`src/rtl/adsr_envelope.sv`:
```
// adsr_envelope: per-voice ADSR envelope generator.
// Consumes note-on/note-off strobes from the note parser and produces a
// registered amplitude level that steps once per sample_tick.
// The note index is latched on each accepted trigger, so the oscillator keeps
// its pitch through release.
// Optional build macro HARD_RETRIG_EN: a retrigger also zeroes the level, so
// every attack starts from silence.
module adsr_envelope #(
    parameter int               ENV_W   = 16,
    parameter logic [ENV_W-1:0] ENV_MAX = {ENV_W{1'b1}}
) (
    input  logic                Clk,
    input  logic                Reset,
    input  logic                noteTrig,
    input  logic                noteOff,
    input  logic signed [31:0]  noteIdx,
    input  logic                sample_tick,
    input  logic [ENV_W-1:0]    atk_step,
    input  logic [ENV_W-1:0]    dec_step,
    input  logic [ENV_W-1:0]    sus_lvl,
    input  logic [ENV_W-1:0]    rel_step,
    output logic [ENV_W-1:0]    env_level,
    output logic [2:0]          env_state,
    output logic                env_active,
    output logic                env_done,
    output logic signed [31:0]  note_idx_out
);

    typedef enum logic [2:0] {
        IDLE    = 3'd0,
        ATTACK  = 3'd1,
        DECAY   = 3'd2,
        SUSTAIN = 3'd3,
        RELEASE = 3'd4
    } env_state_t;

    env_state_t         state_q, state_d;
    logic [ENV_W-1:0]   level_q, level_d;
    logic signed [31:0] idx_q, idx_d;
    logic               done_q, done_d;
    logic               active_q;

    // Segment end tests use one extra bit so that level+step cannot wrap.
    logic [ENV_W:0]     atk_sum;
    logic [ENV_W:0]     dec_floor;

    assign atk_sum   = {1'b0, level_q} + {1'b0, atk_step};
    assign dec_floor = {1'b0, sus_lvl} + {1'b0, dec_step};

    // Next-state and next-level logic; the event priority is trigger > off > tick.
    always_comb begin
        // NOTE: every variable gets a default here so that no path infers a latch.
        state_d = state_q;
        level_d = level_q;
        idx_d   = idx_q;
        done_d  = 1'b0;

        if (noteTrig) begin
            state_d = ATTACK;
            idx_d   = noteIdx;
`ifdef HARD_RETRIG_EN
            level_d = '0;
`else
            level_d = level_q;
`endif
        end else if (noteOff) begin
            if (state_q == ATTACK || state_q == DECAY || state_q == SUSTAIN)
                state_d = RELEASE;
        end else if (sample_tick) begin
            case (state_q)
                ATTACK: begin
                    if (atk_step == '0 || atk_sum >= {1'b0, ENV_MAX}) begin
                        level_d = ENV_MAX;
                        state_d = DECAY;
                    end else begin
                        level_d = atk_sum[ENV_W-1:0];
                    end
                end
                DECAY: begin
                    // A level already at or below sustain on entry snaps to it here.
                    if (dec_step == '0 || {1'b0, level_q} <= dec_floor) begin
                        level_d = sus_lvl;
                        state_d = SUSTAIN;
                    end else begin
                        level_d = level_q - dec_step;
                    end
                end
                SUSTAIN: level_d = sus_lvl;
                RELEASE: begin
                    if (rel_step == '0 || level_q <= rel_step) begin
                        level_d = '0;
                        state_d = IDLE;
                        done_d  = 1'b1;
                    end else begin
                        level_d = level_q - rel_step;
                    end
                end
                default: begin
                    level_d = '0;
                    state_d = IDLE;
                end
            endcase
        end
    end

    // State and output registers with synchronous reset.
    always_ff @(posedge Clk) begin
        // NOTE: sequential state uses non-blocking assignments so all registers update together.
        if (Reset) begin
            state_q  <= IDLE;
            level_q  <= '0;
            idx_q    <= '0;
            done_q   <= 1'b0;
            active_q <= 1'b0;
        end else begin
            state_q  <= state_d;
            level_q  <= level_d;
            idx_q    <= idx_d;
            done_q   <= done_d;
            active_q <= (state_d != IDLE);
        end
    end

    assign env_level    = level_q;
    assign env_state    = state_q;
    assign env_active   = active_q;
    assign env_done     = done_q;
    assign note_idx_out = idx_q;

endmodule

```
`config.mk`:
```
export PLATFORM = sky130hd
export DESIGN_NAME = adsr_envelope
export DESIGN_NICKNAME = d
export VERILOG_FILES = /design/src/rtl/adsr_envelope.sv
export SDC_FILE = /design/constraint.sdc
export NUM_CORES = 1
export LEC_CHECK = 0
export BUFFER_PORTS_ARGS = -buffer_cell sky130_fd_sc_hd__buf_2
export CORE_MARGIN = 2
export CORE_UTILIZATION = 30
export DETAILED_ROUTE_END_ITERATION = 7
export PLACE_DENSITY = 0.59
export SETUP_SLACK_MARGIN = 0.02
export SLEW_MARGIN = 40
export SYNTH_ARGS = -nofsm -noshare
export SYNTH_HDL_FRONTEND = slang
export SYNTH_SLANG_ARGS = --single-unit
```
`constraint.sdc`:
```
create_clock -name Clk -period 8.2 [get_ports Clk]
set_input_delay 0 -clock Clk [delete_from_list [all_inputs] [get_ports Clk]]
set_output_delay 0 -clock Clk [all_outputs]
set_load 0.1 [all_outputs]
```
# ---- Word-level counts from Yosys, hierarchy flattened
# Index checks and enable logic that the tools add are counted.
dict set report totals {
  ff_bits 53
}
dict set report classes {
  bitwise_logic 4
  n_mux 13
  eq_ne 4
  n_reduce_logical 11
  addsub 4
  order_cmp 3
}
# operator n
set ops {}
lappend ops {{16-bit one-hot mux with 4 select lines} 1}
lappend ops {{16-bit logical NOT} 3}
lappend ops {{16-bit two-way mux} 3}
lappend ops {{16-bit by 16-bit adder with 17-bit output} 2}
lappend ops {{16-bit subtractor} 2}
lappend ops {{3-bit two-way mux} 7}
lappend ops {{17-bit by 16-bit greater-or-equal comparator with 1-bit output, second input constant} 1}
lappend ops {{16-bit by 17-bit <= comparator with 1-bit output} 1}
lappend ops {{16-bit <= comparator} 1}
lappend ops {{3-bit one-hot mux with 4 select lines} 1}
lappend ops {{3-bit by 2-bit equality test with 1-bit output, second input constant} 2}
lappend ops {{1-bit logical OR} 5}
lappend ops {{5-bit OR reduction} 1}
lappend ops {{1-bit inverter} 4}
lappend ops {{3-bit by 1-bit equality test with 1-bit output, second input constant} 1}
lappend ops {{3-bit equality test, second input constant} 1}
lappend ops {{3-bit AND reduction} 1}
lappend ops {{3-bit nonzero test} 1}
lappend ops {{1-bit two-way mux} 1}

# ---- Logic depth before layout (Yosys ltp)
dict set report logic_depth {
  word_depth 9
  ltp_mapped 22
  depth_no_buf 20
}

# ---- Worst setup path before layout
# Ideal clock, no wire load.
dict set report synth_timing {
  path_type {input -> register}
  start {input port dec_step[0]}
  end {register level_q[9], in the netlist env_level[9]}
  slack_ns 4.213
  required_ns 8.058
  path_stages 21
  setup_ns 0.142
  arrival_ns 3.845
  path_cell_list {ha_1 -> fa_1 -> a211oi_1 -> o31ai_1 -> a31o_1 -> a21oi_1 -> o21ai_0 -> a21oi_1 -> o21bai_1 -> xnor2_1 -> ha_1 -> nand4_1 -> nor4_1 -> a22oi_1 -> nand3_1 -> o211a_1 -> nor2b_4 -> buf_6 -> mux2_4 -> a222oi_1 -> a221oi_1}
}
dict set report synth_between {
  elab_chain_cells 5
  elab_cells_between_ends 7
  cone_classes {add/sub (2); order compare (1); mux (2); reduce/logical (2)}
}
# item line_no
set synth_lines {}
lappend synth_lines {{start, declared} 19} ;# input logic [ENV_W-1:0] dec_step,
lappend synth_lines {{16-bit by 16-bit adder with 17-bit output} 48} ;# assign dec_floor = {1'b0, sus_lvl} + {1'b0, dec_step};
lappend synth_lines {{16-bit by 17-bit <= comparator with 1-bit output} 81} ;# if (dec_step == '0 || {1'b0, level_q} <= dec_floor) begin
lappend synth_lines {{1-bit logical OR} 81}
lappend synth_lines {{16-bit two-way mux *} 81}
lappend synth_lines {{16-bit one-hot mux with 4 select lines *} 70} ;# case (state_q)
lappend synth_lines {{end signal, assigned} 117} ;# level_q <= level_d;
lappend synth_lines {{end, declared} 38} ;# logic [ENV_W-1:0] level_q, level_d;
# Mark *: on every way between the ends. The rest lies on a longest branch, timed or not.
# A chain may end at the register's enable or synchronous reset.

# ---- Worst setup path after layout
# Ends and elaborated chain as after synthesis.

==> impl_metrics.py <==
metrics = {
    "outcome": {
        "status": "finished, final reports clean",
    },
    "sta": {
        "setup_violations": 0,
        "tightest_slew_ps": 828.3,
        "holdWs_ps": 140.9,
        "finalHoldViolCount": 0,
        "finalMaxSlewViolations": 0,
        "timing.fmax_mhz": 213.9,
        "fin_skew_ps": 8.141,
        "fin_crit_sh_pct": 57.03,
        "timing.setup.tns_ps": 0,
        "relSlewSlack_pct": 43.35,
        "min_period_ps": 4676,
        "rsz0062_at_grt": "no",
    },
    "synth": {
        "syn_nets": 936,
        "synthFlopType": "dfxtp_1",
        "synth.distinct_cells": 71,
        "syn_avg_cell_area_um2": 7.951,
        "syn_inst": 752,
        "synth_edf_count": 0,
        "async_flop_share_pct": 0,
        "yosysSeqAreaShare_pct": 17.74,
        "ys_seq_elements": 53,
        "syn_area_um2": 5979,
        "yosys_warnings": 0,
    },
    "grt": {
        "grt_pass1_wl_mm": 30.98,
        "grt_overflow": 0,
        "antenna_found_initial": 0,
        "grt_max_degree": 52,
        "grt_use_total_pct": 18.11,
        "grt_pass1_vias": 5821,
    },
    "setup_path": {
        "worstSetupStartpointType": "input port",
        "cp.buffers_inverters": 1,
        "crit_family": "compound AO/OA/AOI/OAI gates",
        "crit_start": "dec_step[0]",
        "cp.arrival_ps": 4830,
        "cp_num_cells": 21,
        "end_kind": "flip-flop",
        "path_max_fanout": 18,
        "r2r_start": "env_level[0]",
        "crit_path_end": "env_level[9]",
        "crit_path_cell_trace": "buf_2, ha_1, fa_1, a211oi_1, o31ai_1, a31o_1, a21oi_1, o21ai_0, a21oi_1, o21bai_1, xnor2_1, ha_1, nand4_1, nor4_1, a22oi_1, nand3_1, o211a_1, nor2b_4, mux2_4, a222oi_1, a221oi_1",
        "slowest_stage": "nor2b_4",
        "critical_path_class": "input port to flip-flop",
        "worstPathRequired_ps": 8350,
        "r2r-end": "env_level[15]",
        "slowest_delay_ps": 570,
        "reg2reg_depth": 13,
        "ff2ff_setup_slack_ps": 4520,
    },
    "floorplanning": {
        "num_rows": 51,
        "die_area_um2": 21080,
        "die_w_um": 145.2,
        "ioPinCount": 154,
        "fp.coreArea_um2": 19530,
        "chipHeight_um": 145.2,
        "start_util_pct": 30.62,
    },
    "power_and_ir_drop": {
        "peakVddDrop_mv": 0.1157,
        "pwr-share-comb_pct": 37.8,
        "p_leak_nw": 3.514,
        "switching_share_pct": 39.43,
        "pwr-share-clk_pct": 28.6,
        "p_seq_share_pct": 33.6,
        "switching_power_mw": 0.3224,
        "p_int_mw": 0.4952,
        "p_total_mw": 0.8176,
        "powerDensity_nw_per_um2": 109.6,
    },
    "clocking": {
        "clock_path_buffers": 2,
        "cts_tree": "yes",
        "path_clk_slew_ps": 80,
        "clock_latency_ps": 300,
        "cts_setup_buffers": 0,
        "hold_buffers": 32,
        "h-tree-depth": 2,
        "numCtsBuffers": 5,
        "cts_resized": 0,
        "cts_root_buf": "clkbuf_16",
        "numClockSinks": 53,
    },
    "place": {
        "port_buffers": 153,
        "hpwl_mm": 15.78,
        "gp_congestion": 0.9075,
    },
    "final_layout": {
        "fin_nets": 1104,
        "diodes": 0,
        "syn_to_final_growth_pct": 24.78,
        "drive_above_1_share_pct": 20.30,
    },
    "drt": {
        "antenna_left": 0,
        "wl_per_cell_um": 16.84,
        "vias_per_cell": 5.214,
        "drt-initial-drc-count": 304,
        "wl_mm": 19.97,
        "first_pass_iters": 5,
        "drc": 0,
        "via_count": 6184,
    },
    "worst_hold_path": {
        "hp-class": "input port to flip-flop",
    },
    "flow_run": {
        "maxCapViolCount": 0,
    },
}
==> registers in the layout, indices dropped and copies added (netlist names) <==
signal,flops
env_active,1
env_state,3
note_idx_out,32
env_level,16
env_done,1
==> kinds of logic after synthesis <==
| family | Yosys count | share of synthesized area, % |
|---|---|---|
| simple gates | 229 | 18.73 |
| compound gates | 212 | 24.84 |
| fa+ha+maj | 83 | 17.87 |
| buf+inv | 76 | 5.064 |
| flops | 53 | 17.74 |
| mux | 50 | 8.579 |
| xor+xnor | 49 | 7.177 |
==> placed cells by master, fill, tap and decap left out, types with 11 or more instances in the layout <==
cell type,instances
xor2_1,17
nor2b_1,11
buf_2,152
o21ai_0,32
nor2_1,71
nand2_1,59
inv_1,50
nand3_1,14
xnor2_1,32
nor4_1,14
a221oi_1,12
dfxtp_1,53
dlygate4sd3_1,32
ha_1,79
a21oi_1,51
mux2i_1,43
o21a_1,18
==> worst min path at each step <==
stage,start,cells after the start,to
floorplan,noteIdx[13],2,note_idx_out[13]
global placement,noteIdx[27],3,note_idx_out[27]
detailed placement,noteIdx[9],3,note_idx_out[9]
CTS,sus_lvl[14],4,env_level[14]
global route,noteOff,3,env_state[2]
finish,noteOff,3,env_state[2]
==> synthesized netlist by cell type, drive strengths merged (3+ instances only) <==
cell / number / share of area [%]
dfxtp: 53 / 18
o21bai: 5 / 0.63
clkbuf: 20 / 1.3
o211ai: 8 / 1.0
nor4: 15 / 1.7
fa: 4 / 1.3
nor2b: 13 / 1.5
a221oi: 12 / 1.8
mux2i: 43 / 7.2
nand4: 9 / 0.94
a211oi: 9 / 1.1
a22oi: 4 / 0.50
a21oi: 54 / 4.7
ha: 79 / 17
nor3b: 3 / 0.38
nor2: 72 / 4.6
a21o: 10 / 1.3
a41oi: 4 / 0.59
xnor2: 32 / 4.7
buf: 6 / 0.67
nand2: 59 / 3.7
o21a: 18 / 2.3
o2111ai: 4 / 0.59
mux2: 7 / 1.4
inv: 50 / 3.1
a31oi: 7 / 0.73
o21ai: 34 / 2.8
nand3b: 3 / 0.38
nand3: 14 / 1.2
or2: 3 / 0.31
o211a: 4 / 0.67
o31a: 9 / 1.3
a41o: 3 / 0.50
nand2b: 6 / 0.63
o31ai: 5 / 0.86
and2: 3 / 0.31
a211o: 3 / 0.46
nor3: 10 / 0.84
xor2: 17 / 2.5
or3: 7 / 0.90
and3: 7 / 0.73
==> power groups by stage <==
stage               clock network [mW]  logic, mW  registers, mW
finish                           0.234      0.309          0.275
global route                     0.249      0.335          0.276
detailed placement                   0      0.294          0.280
global placement                     0      0.294          0.280
CTS                              0.241      0.307          0.275
floorplan                            0      0.143          0.354
==> metrics by stage <==
stage	std cells	instance area [um2]	utilization, %	setup slack, ps
after CTS	1186	7461	38.21	3589
after floorplan	752	5979	-	4213
final	1186	7461	38.21	3524
after global placement	1146	6977	35.73	3324
after detailed placement	1146	6987	35.78	3259
after global routing	1186	7461	38.21	3143
==> worst reg2reg max path, cell delays in order (launching register included) <==
cell and delay, ps:
dfxtp_1 340, inv_1 170, ha_1 200, inv_1 50
fa_1 390, a21oi_1 260, o211ai_1 150, a31oi_1 330
nor2_1 90, o311ai_2 530, nor2_2 290, a32oi_1 330
o221ai_1 150, o31a_1 300
==> per-layer routing <==
layer	track usage, %	share of wire [%]	vias to the layer above
met5	0	0	-
met4	3.235	0.74	0
met3	3.302	6.8	9
met2	30.12	46	201
met1	24.74	47	2852
li1	-	-	3122
==> layout make-up <==
| class | count | area [um2] |
|---|---|---|
| tap | 265 | 331.6 |
| timing repair buffer | 187 | 1104 |
| clock inverter | 3 | 28.78 |
| sequential | 53 | 1061 |
| inverter | 50 | 187.7 |
| multi-input combinational | 623 | 4623 |
| fill | 2073 | 12070 |
| clock buffer | 5 | 125.1 |
(Power assumes the default switching activity.)
